==> src/rtl/sll_iter_if.sv <==
// Operand/result bundle for the iterative left shifter.
interface sll_iter_if;
  logic        start;
  logic [31:0] a;
  logic [31:0] b;
  logic [31:0] out;
  logic        carry;
  logic        busy;
  logic        done;

  modport master (
    output start, a, b,
    input  out, carry, busy, done
  );

  modport slave (
    input  start, a, b,
    output out, carry, busy, done
  );
endinterface

==> src/rtl/sll_iter.sv <==
// Iterative 32-bit logical shift left, up to BITS_PER_CYCLE positions per cycle.
module sll_iter #(
  parameter int unsigned BITS_PER_CYCLE = 1  // 1, 2 or 4
) (
  input  logic       clk,
  input  logic       rst_n,
  sll_iter_if.slave  bus
);

  typedef enum logic [1:0] {StIdle, StShift, StDone} state_e;

  localparam logic [4:0] Step = 5'(BITS_PER_CYCLE);

  state_e      state_q, state_d;
  logic [31:0] out_q, out_d;
  logic        carry_q, carry_d;
  logic [4:0]  count_q, count_d;

  logic [4:0]  step;
  logic [32:0] shifted;

  // Upper bits of b carry no meaning for the shift amount.
  logic unused_b;
  assign unused_b = ^bus.b[31:5];

  // Shift datapath: bit 32 of the widened result is the last bit pushed out of bit 31.
  always_comb begin
    step    = (count_q < Step) ? count_q : Step;
    shifted = {1'b0, out_q} << step;
  end

  // Next-state logic: accept in idle/done, iterate while shifting.
  always_comb begin
    state_d = state_q;
    out_d   = out_q;
    carry_d = carry_q;
    count_d = count_q;
    unique case (state_q)
      StIdle, StDone: begin
        if (bus.start) begin
          out_d   = bus.a;
          count_d = bus.b[4:0];
          carry_d = 1'b0;
          state_d = (bus.b[4:0] != 5'd0) ? StShift : StDone;
        end else if (state_q == StDone) begin
          state_d = StIdle;
        end
      end
      StShift: begin
        // step never exceeds count, so count cannot wrap.
        out_d   = shifted[31:0];
        carry_d = shifted[32];
        count_d = count_q - step;
        state_d = (count_q == step) ? StDone : StShift;
      end
      default: state_d = StIdle;
    endcase
  end

  // State registers with asynchronous abort.
  always_ff @(posedge clk or negedge rst_n) begin
    if (!rst_n) begin
      state_q <= StIdle;
      out_q   <= 32'd0;
      carry_q <= 1'b0;
      count_q <= 5'd0;
    end else begin
      state_q <= state_d;
      out_q   <= out_d;
      carry_q <= carry_d;
      count_q <= count_d;
    end
  end

  assign bus.out   = out_q;
  assign bus.carry = carry_q;
  assign bus.busy  = (state_q == StShift);
  assign bus.done  = (state_q == StDone);

endmodule

==> src/flat_wrapper.sv <==
// flat-port wrapper written by rule: the top's interface ports become plain ports
module sll_iter_flat 
#(
  parameter int unsigned BITS_PER_CYCLE = 1              
)
  (clk, rst_n, bus_start, bus_a, bus_b, bus_out, bus_carry, bus_busy, bus_done);
  sll_iter_if bus_i ();
  input  logic clk;
  input  logic rst_n;
  input wire logic [$bits(bus_i.start)-1:0] bus_start;
  input wire logic [$bits(bus_i.a)-1:0] bus_a;
  input wire logic [$bits(bus_i.b)-1:0] bus_b;
  output wire logic [$bits(bus_i.out)-1:0] bus_out;
  output wire logic [$bits(bus_i.carry)-1:0] bus_carry;
  output wire logic [$bits(bus_i.busy)-1:0] bus_busy;
  output wire logic [$bits(bus_i.done)-1:0] bus_done;
  assign bus_i.start = bus_start;
  assign bus_i.a = bus_a;
  assign bus_i.b = bus_b;
  assign bus_out = bus_i.out;
  assign bus_carry = bus_i.carry;
  assign bus_busy = bus_i.busy;
  assign bus_done = bus_i.done;
  sll_iter #(.BITS_PER_CYCLE(BITS_PER_CYCLE)) u_core (.clk(clk), .rst_n(rst_n), .bus(bus_i));
endmodule
==> config.mk <==
export PLATFORM = sky130hd
export DESIGN_NAME = sll_iter_flat
export DESIGN_NICKNAME = d
export VERILOG_FILES = /design/src/rtl/sll_iter_if.sv /design/src/rtl/sll_iter.sv /design/src/flat_wrapper.sv
export SDC_FILE = /design/constraint.sdc
export NUM_CORES = 1
export LEC_CHECK = 0
export CAP_MARGIN = 20
export CORE_UTILIZATION = 26
export DETAILED_ROUTE_END_ITERATION = 10
export GPL_TIMING_DRIVEN = 1
export PLACE_DENSITY = 0.49
export SETUP_SLACK_MARGIN = 0.1
export SLEW_MARGIN = 20
export SYNTH_ARGS = -nofsm -noshare
export SYNTH_HDL_FRONTEND = slang
export SYNTH_SLANG_ARGS = --single-unit
==> constraint.sdc <==
create_clock -name clk -period 2.34 [get_ports clk]
set_clock_uncertainty 0.05 [all_clocks]
set_input_delay 0.468 -clock clk [delete_from_list [all_inputs] [get_ports clk]]
set_output_delay 0.468 -clock clk [all_outputs]
set_load 0.01 [all_outputs]
# After elaboration in Yosys (flattened, before gate mapping)
# Index checks and enable logic that the tools add are counted.
[word_totals] ff_bits=40 input_bits=67 output_inout_bits=35 wordCells=29
[op_classes] addsub=1 n_lt_le_gt_ge=1 n_eq_ne=5 n_shift=1 mux=12 reduce_logical=5
[ops] op="case mux 32 bit (2 select lines)" count=1
[ops] op="left shift 32 x 5 -> 33 bit" count=1
[ops] op="2-to-1 mux 32 bit" count=1
[ops] op="2-to-1 mux 5 bit" count=2
[ops] op="case mux 5 bit (2 select lines)" count=1
[ops] op="2-to-1 mux 2 bit" count=4
[ops] op="== test 5 bit" count=1
[ops] op="less-than comparator 5 x 1 -> 1 bit, second input constant" count=1
[ops] op="nonzero test 5 bit" count=1
[ops] op="subtractor 5 bit" count=1
[ops] op="case mux 2 bit (2 select lines)" count=1
[ops] op="!= test 3 bit, second input constant" count=1
[ops] op="== test 2 x 1 -> 1 bit, second input constant" count=1
[ops] op="== test 2 bit, second input constant" count=1
[ops] op="zero test 2 bit" count=1
[ops] op="!= test 2 bit, second input constant" count=1
[ops] op="case mux 1 bit (2 select lines)" count=1
[ops] op="AND reduction 2 bit" count=1
[ops] op="nonzero test 2 bit" count=1
[ops] op="OR reduction 2 bit" count=1
[ops] op="2-to-1 mux 1 bit" count=1

# Depth between registers and ports, before layout
[logic_depth] ltp_word=5 depth_mapped=6

# Least setup slack after synthesis
# OpenSTA, ideal clock, no wires.
[synth_path] path_type="flip-flop to flip-flop" from="register u_core.count_q[1]" to="register u_core.count_q[4]" setup_ps=136 t_arrival_ps=1588 t_required_ps=2154 slack_ps=565 stages_incl_launch_ff=7 synth_period_minus_slack_ps=1775 cell_sequence="dfrtp_1 -> nor4_1 -> nor2_1 -> ha_1 -> and3b_1 -> a211oi_1 -> a311oi_1"
[synth_between] elab_chain_len=4
[synth_lines] item="start, declared" line="sll_iter.sv:17" text="logic [4:0] count_q, count_d;"
[synth_lines] item="start signal, assigned" line="sll_iter.sv:71" text="count_q <= count_d;"
[synth_lines] item="less-than comparator 5 x 1 -> 1 bit" line="sll_iter.sv:28" text="step = (count_q < Step) ? count_q : Step;"
[synth_lines] item="2-to-1 mux 5 bit" line="sll_iter.sv:28"
[synth_lines] item="subtractor 5 bit *" line="sll_iter.sv:53" text="count_d = count_q - step;"
[synth_lines] item="case mux 5 bit (2 select lines) *" line="sll_iter.sv:38" text="unique case (state_q)"
# Mark *: on every way between the ends. The rest lies on a longest branch, timed or not.
# A chain may end at the register's enable or synchronous reset.

# Worst setup path in the final report
[layout_path] from="register u_core.state_q[1]" to="output bus_busy"
[layout_between] elab_chain_len=1
[layout_lines] item="start, declared" line="sll_iter.sv:14" text="state_e state_q, state_d;"
[layout_lines] item="start signal, assigned" line="sll_iter.sv:63" text="state_q <= StIdle;"
[layout_lines] item="start signal, assigned" line="sll_iter.sv:68" text="state_q <= state_d;"
[layout_lines] item="== test 2 x 1 -> 1 bit" line="sll_iter.sv:77" text="assign bus.busy = (state_q == StShift);"
[layout_lines] item="end, declared" line="flat_wrapper.sv:15" text="output wire logic [$bits(bus_i.busy)-1:0] bus_busy;"
# Every way passes these cells.

==> results.json <==
{
  "synthArstFlopShare": 1.00,
  "fp.coreArea_um2": 10500,
  "grt_usage": 0.151,
  "synthCells": 338,
  "grt_pass1_vias": 2663,
  "tritoncts": "yes",
  "maxSlewHeadroom": 0.559,
  "yosysSeqAreaShare": 0.353,
  "arrival_ns": 1.59,
  "p_clk_frac": 0.098,
  "gp_congestion": 0.752,
  "synth_commonest_cells": "65 x nor2b_1, 63 x a31oi_1, 40 x dfrtp_1",
  "avgSynthCellArea_um2": 8.39,
  "drt-wirelength-per-cell_um": 15.7,
  "ios": 102,
  "start_kind": "flop",
  "drive_above_1_share": 0.0704,
  "htree_levels": 2,
  "fin_crit_ns": 2.11,
  "synth_seq_cells": 40,
  "crit_path_end_kind": "primary output",
  "total_power_mw": 4.91,
  "synth_top_cell_by_area": "dfrtp_1",
  "tightest_slew_ns": 0.661,
  "setup_tns_ns": 0,
  "drcViolationCount": 0,
  "vias_per_cell": 5.19,
  "die_h_um": 106,
  "cts_buffer_depth": 2,
  "drv_slew": 0,
  "port_buffers": 74,
  "p_seq_frac": 0.300,
  "syn_nets": 406,
  "hold_class": "input port to async pin",
  "diodes": 0,
  "dpl.hpwl_mm": 5.12,
  "die_x_um": 106,
  "routed_wl_mm": 8.37,
  "cts-root-buf": "clkbuf_8",
  "vdd_ir_drop_max_mv": 0.490,
  "drt_iter0_drc": 172,
  "setup_viol": 0,
  "leakagePower_nw": 1.33,
  "cts_hold_buf": 0,
  "status": "complete, no violations",
  "via_count": 2774,
  "syn2layout_area_growth_pct": 32.1,
  "synth_edf_count": 0,
  "initial_core_util": 0.271,
  "fillers": 1132,
  "max_freq_mhz": 473,
  "first_pass_iters": 4,
  "hold_violations": 0,
  "synth_flop_cell": "dfrtp_1",
  "dieArea_um2": 11300,
  "critPathKind": "flop to primary output",
  "grt_pass1_wl_mm": 13.8,
  "cts.sinks": 40,
  "ant_nets": 0,
  "nets": 465,
  "cts_made_buffers": 5,
  "grt_remaining_overflow": 0,
  "max_cap_viol_count": 0,
  "critPathRequiredTime_ns": 1.82,
  "yosys_warnings": 0,
  "combPwrFrac": 0.602,
  "p_sw_mw": 2.17,
  "grt_max_degree": 68,
  "syn-cell-area_um2": 2840,
  "intPower_mw": 2.74,
  "power_density_nw_per_um2": 1310,
  "rsz0062_at_grt": "no",
  "synth.top_cells.by_area": "dfrtp_1 35%, nor2b_1 14%, a31oi_1 14%, a211oi_1 8.7%, and2_1 6.8%",
  "rows": 37,
  "p_sw_frac": 0.442,
  "clk_latency_ns": 0.29,
  "synth.most_common_cell": "nor2b_1",
  "fin_crit_sh": 0.903,
  "crit_fanout": 6,
  "synth_cell_type_count": 36,
  "synth_top_cell_area_share": 0.353,
  "clk_pin_slew_worst_paths_ns": 0.08,
  "grt_antenna_before_repair": 0
}
path summary, 6_finish.rpt:
check	cells after the start	slack (ns)	to	start
min in group clk	1	0.45	u_core.bus.carry	u_core.bus.carry
hold / removal	1	0.06	u_core.count_q[1]	rst_n
hold reg to reg	1	0.45	u_core.bus.carry	u_core.bus.carry
setup / recovery	3	0.23	bus_busy	u_core.state_q[1]
setup reg to reg	6	0.51	u_core.count_q[4]	u_core.count_q[1]
max in group asynchronous	2	1.58	u_core.bus.out[3]	rst_n
layer usage:
metal / wire (µm) / track usage / share of wire
met1: 4240 / 0.222 / 0.51
met2: 3660 / 0.235 / 0.44
met3: 440 / 0.0227 / 0.053
met4: 30 / 0.0274 / 0.0036
met5: 0 / 0 / 0
kinds of logic (layout without fill, tap and decap cells):
kind of cell / after synthesis / in the layout / synth area share
mux: 1 / 1 / 0.00353
fa+ha+maj: 1 / 1 / 0.00441
compound gates: 140 / 140 / 0.315
buf+inv: 37 / 97 / 0.0653
simple gates: 119 / 119 / 0.259
flops: 40 / 40 / 0.353
layout make-up:
| cell class | instances | area, µm² | area share |
|---|---|---|---|
| clock buffers | 8 | 90.1 | 0.0240 |
| inverters | 3 | 11.3 | 0.00301 |
| multi-input cells | 261 | 1650 | 0.441 |
| repair buffers | 86 | 821 | 0.219 |
| well taps | 136 | 170 | 0.0454 |
| flip-flops and latches | 40 | 1000 | 0.268 |
critical path, cell delays in order, from the launching register on:
cell	delay, ns
dfrtp_2	0.41
nand2b_1	0.21
inv_2	0.14
clkdlybuf4s50_1	0.55
timing repair:
| item | in CTS | in global routing |
|---|---|---|
| gates resized for setup | 0 | 1 |
| endpoints found under the setup margin | 0 | 1 |
| setup buffers | 0 | 0 |
registers in the layout, summed over array words and instances, names as in the netlist:
signal / count
u_core.state_q: 2
u_core.count_q: 5
u_core.bus.carry: 1
u_core.bus.out: 32
cell usage in the layout (no fill, tap or decap):
master,n
a211oi_1,33
a21oi_1,2
a221o_1,1
a311oi_1,1
a31oi_1,63
a32o_1,1
a32oi_1,1
and2_1,31
and3b_1,1
buf_2,2
buf_4,12
clkbuf_1,2
clkbuf_8,6
clkdlybuf4s50_1,72
dfrtp_1,38
dfrtp_2,2
ha_1,1
inv_1,2
inv_2,1
mux2i_1,1
nand2_1,5
nand2b_1,3
nand3_1,1
nor2_1,6
nor2_2,1
nor2b_1,65
nor3_4,1
nor4_1,1
o211ai_1,1
o211ai_2,1
o21ai_0,4
o21ai_1,30
o22ai_1,1
o31ai_1,1
or2_2,1
or3_1,1
or3_4,1
or4_1,1
metrics by stage:
stage / instance area [µm²] / cells / hold slack [ns] / worst slack, ns / util
after global placement: 3660 / 526 / 0.372 / 0.456 / 0.349
after global routing: 3750 / 534 / 0.0755 / 0.144 / 0.358
after detailed placement: 3660 / 526 / 0.381 / 0.459 / 0.349
after CTS: 3750 / 534 / 0.0658 / 0.156 / 0.358
final: 3750 / 534 / 0.0566 / 0.227 / 0.358
after floorplan: 2840 / 338 / 0.122 / 0.565 / -
power by group through the flow:
stage | combinational, mW | clock (mW) | sequential [mW]
after floorplan | 1.80 | 0 | 1.51
after CTS | 2.97 | 0.501 | 1.47
after global routing | 3.26 | 0.526 | 1.55
after detailed placement | 2.95 | 0 | 1.48
final | 2.96 | 0.483 | 1.47
after global placement | 2.92 | 0 | 1.48
Note: power is estimated with default switching activity, not from simulation.
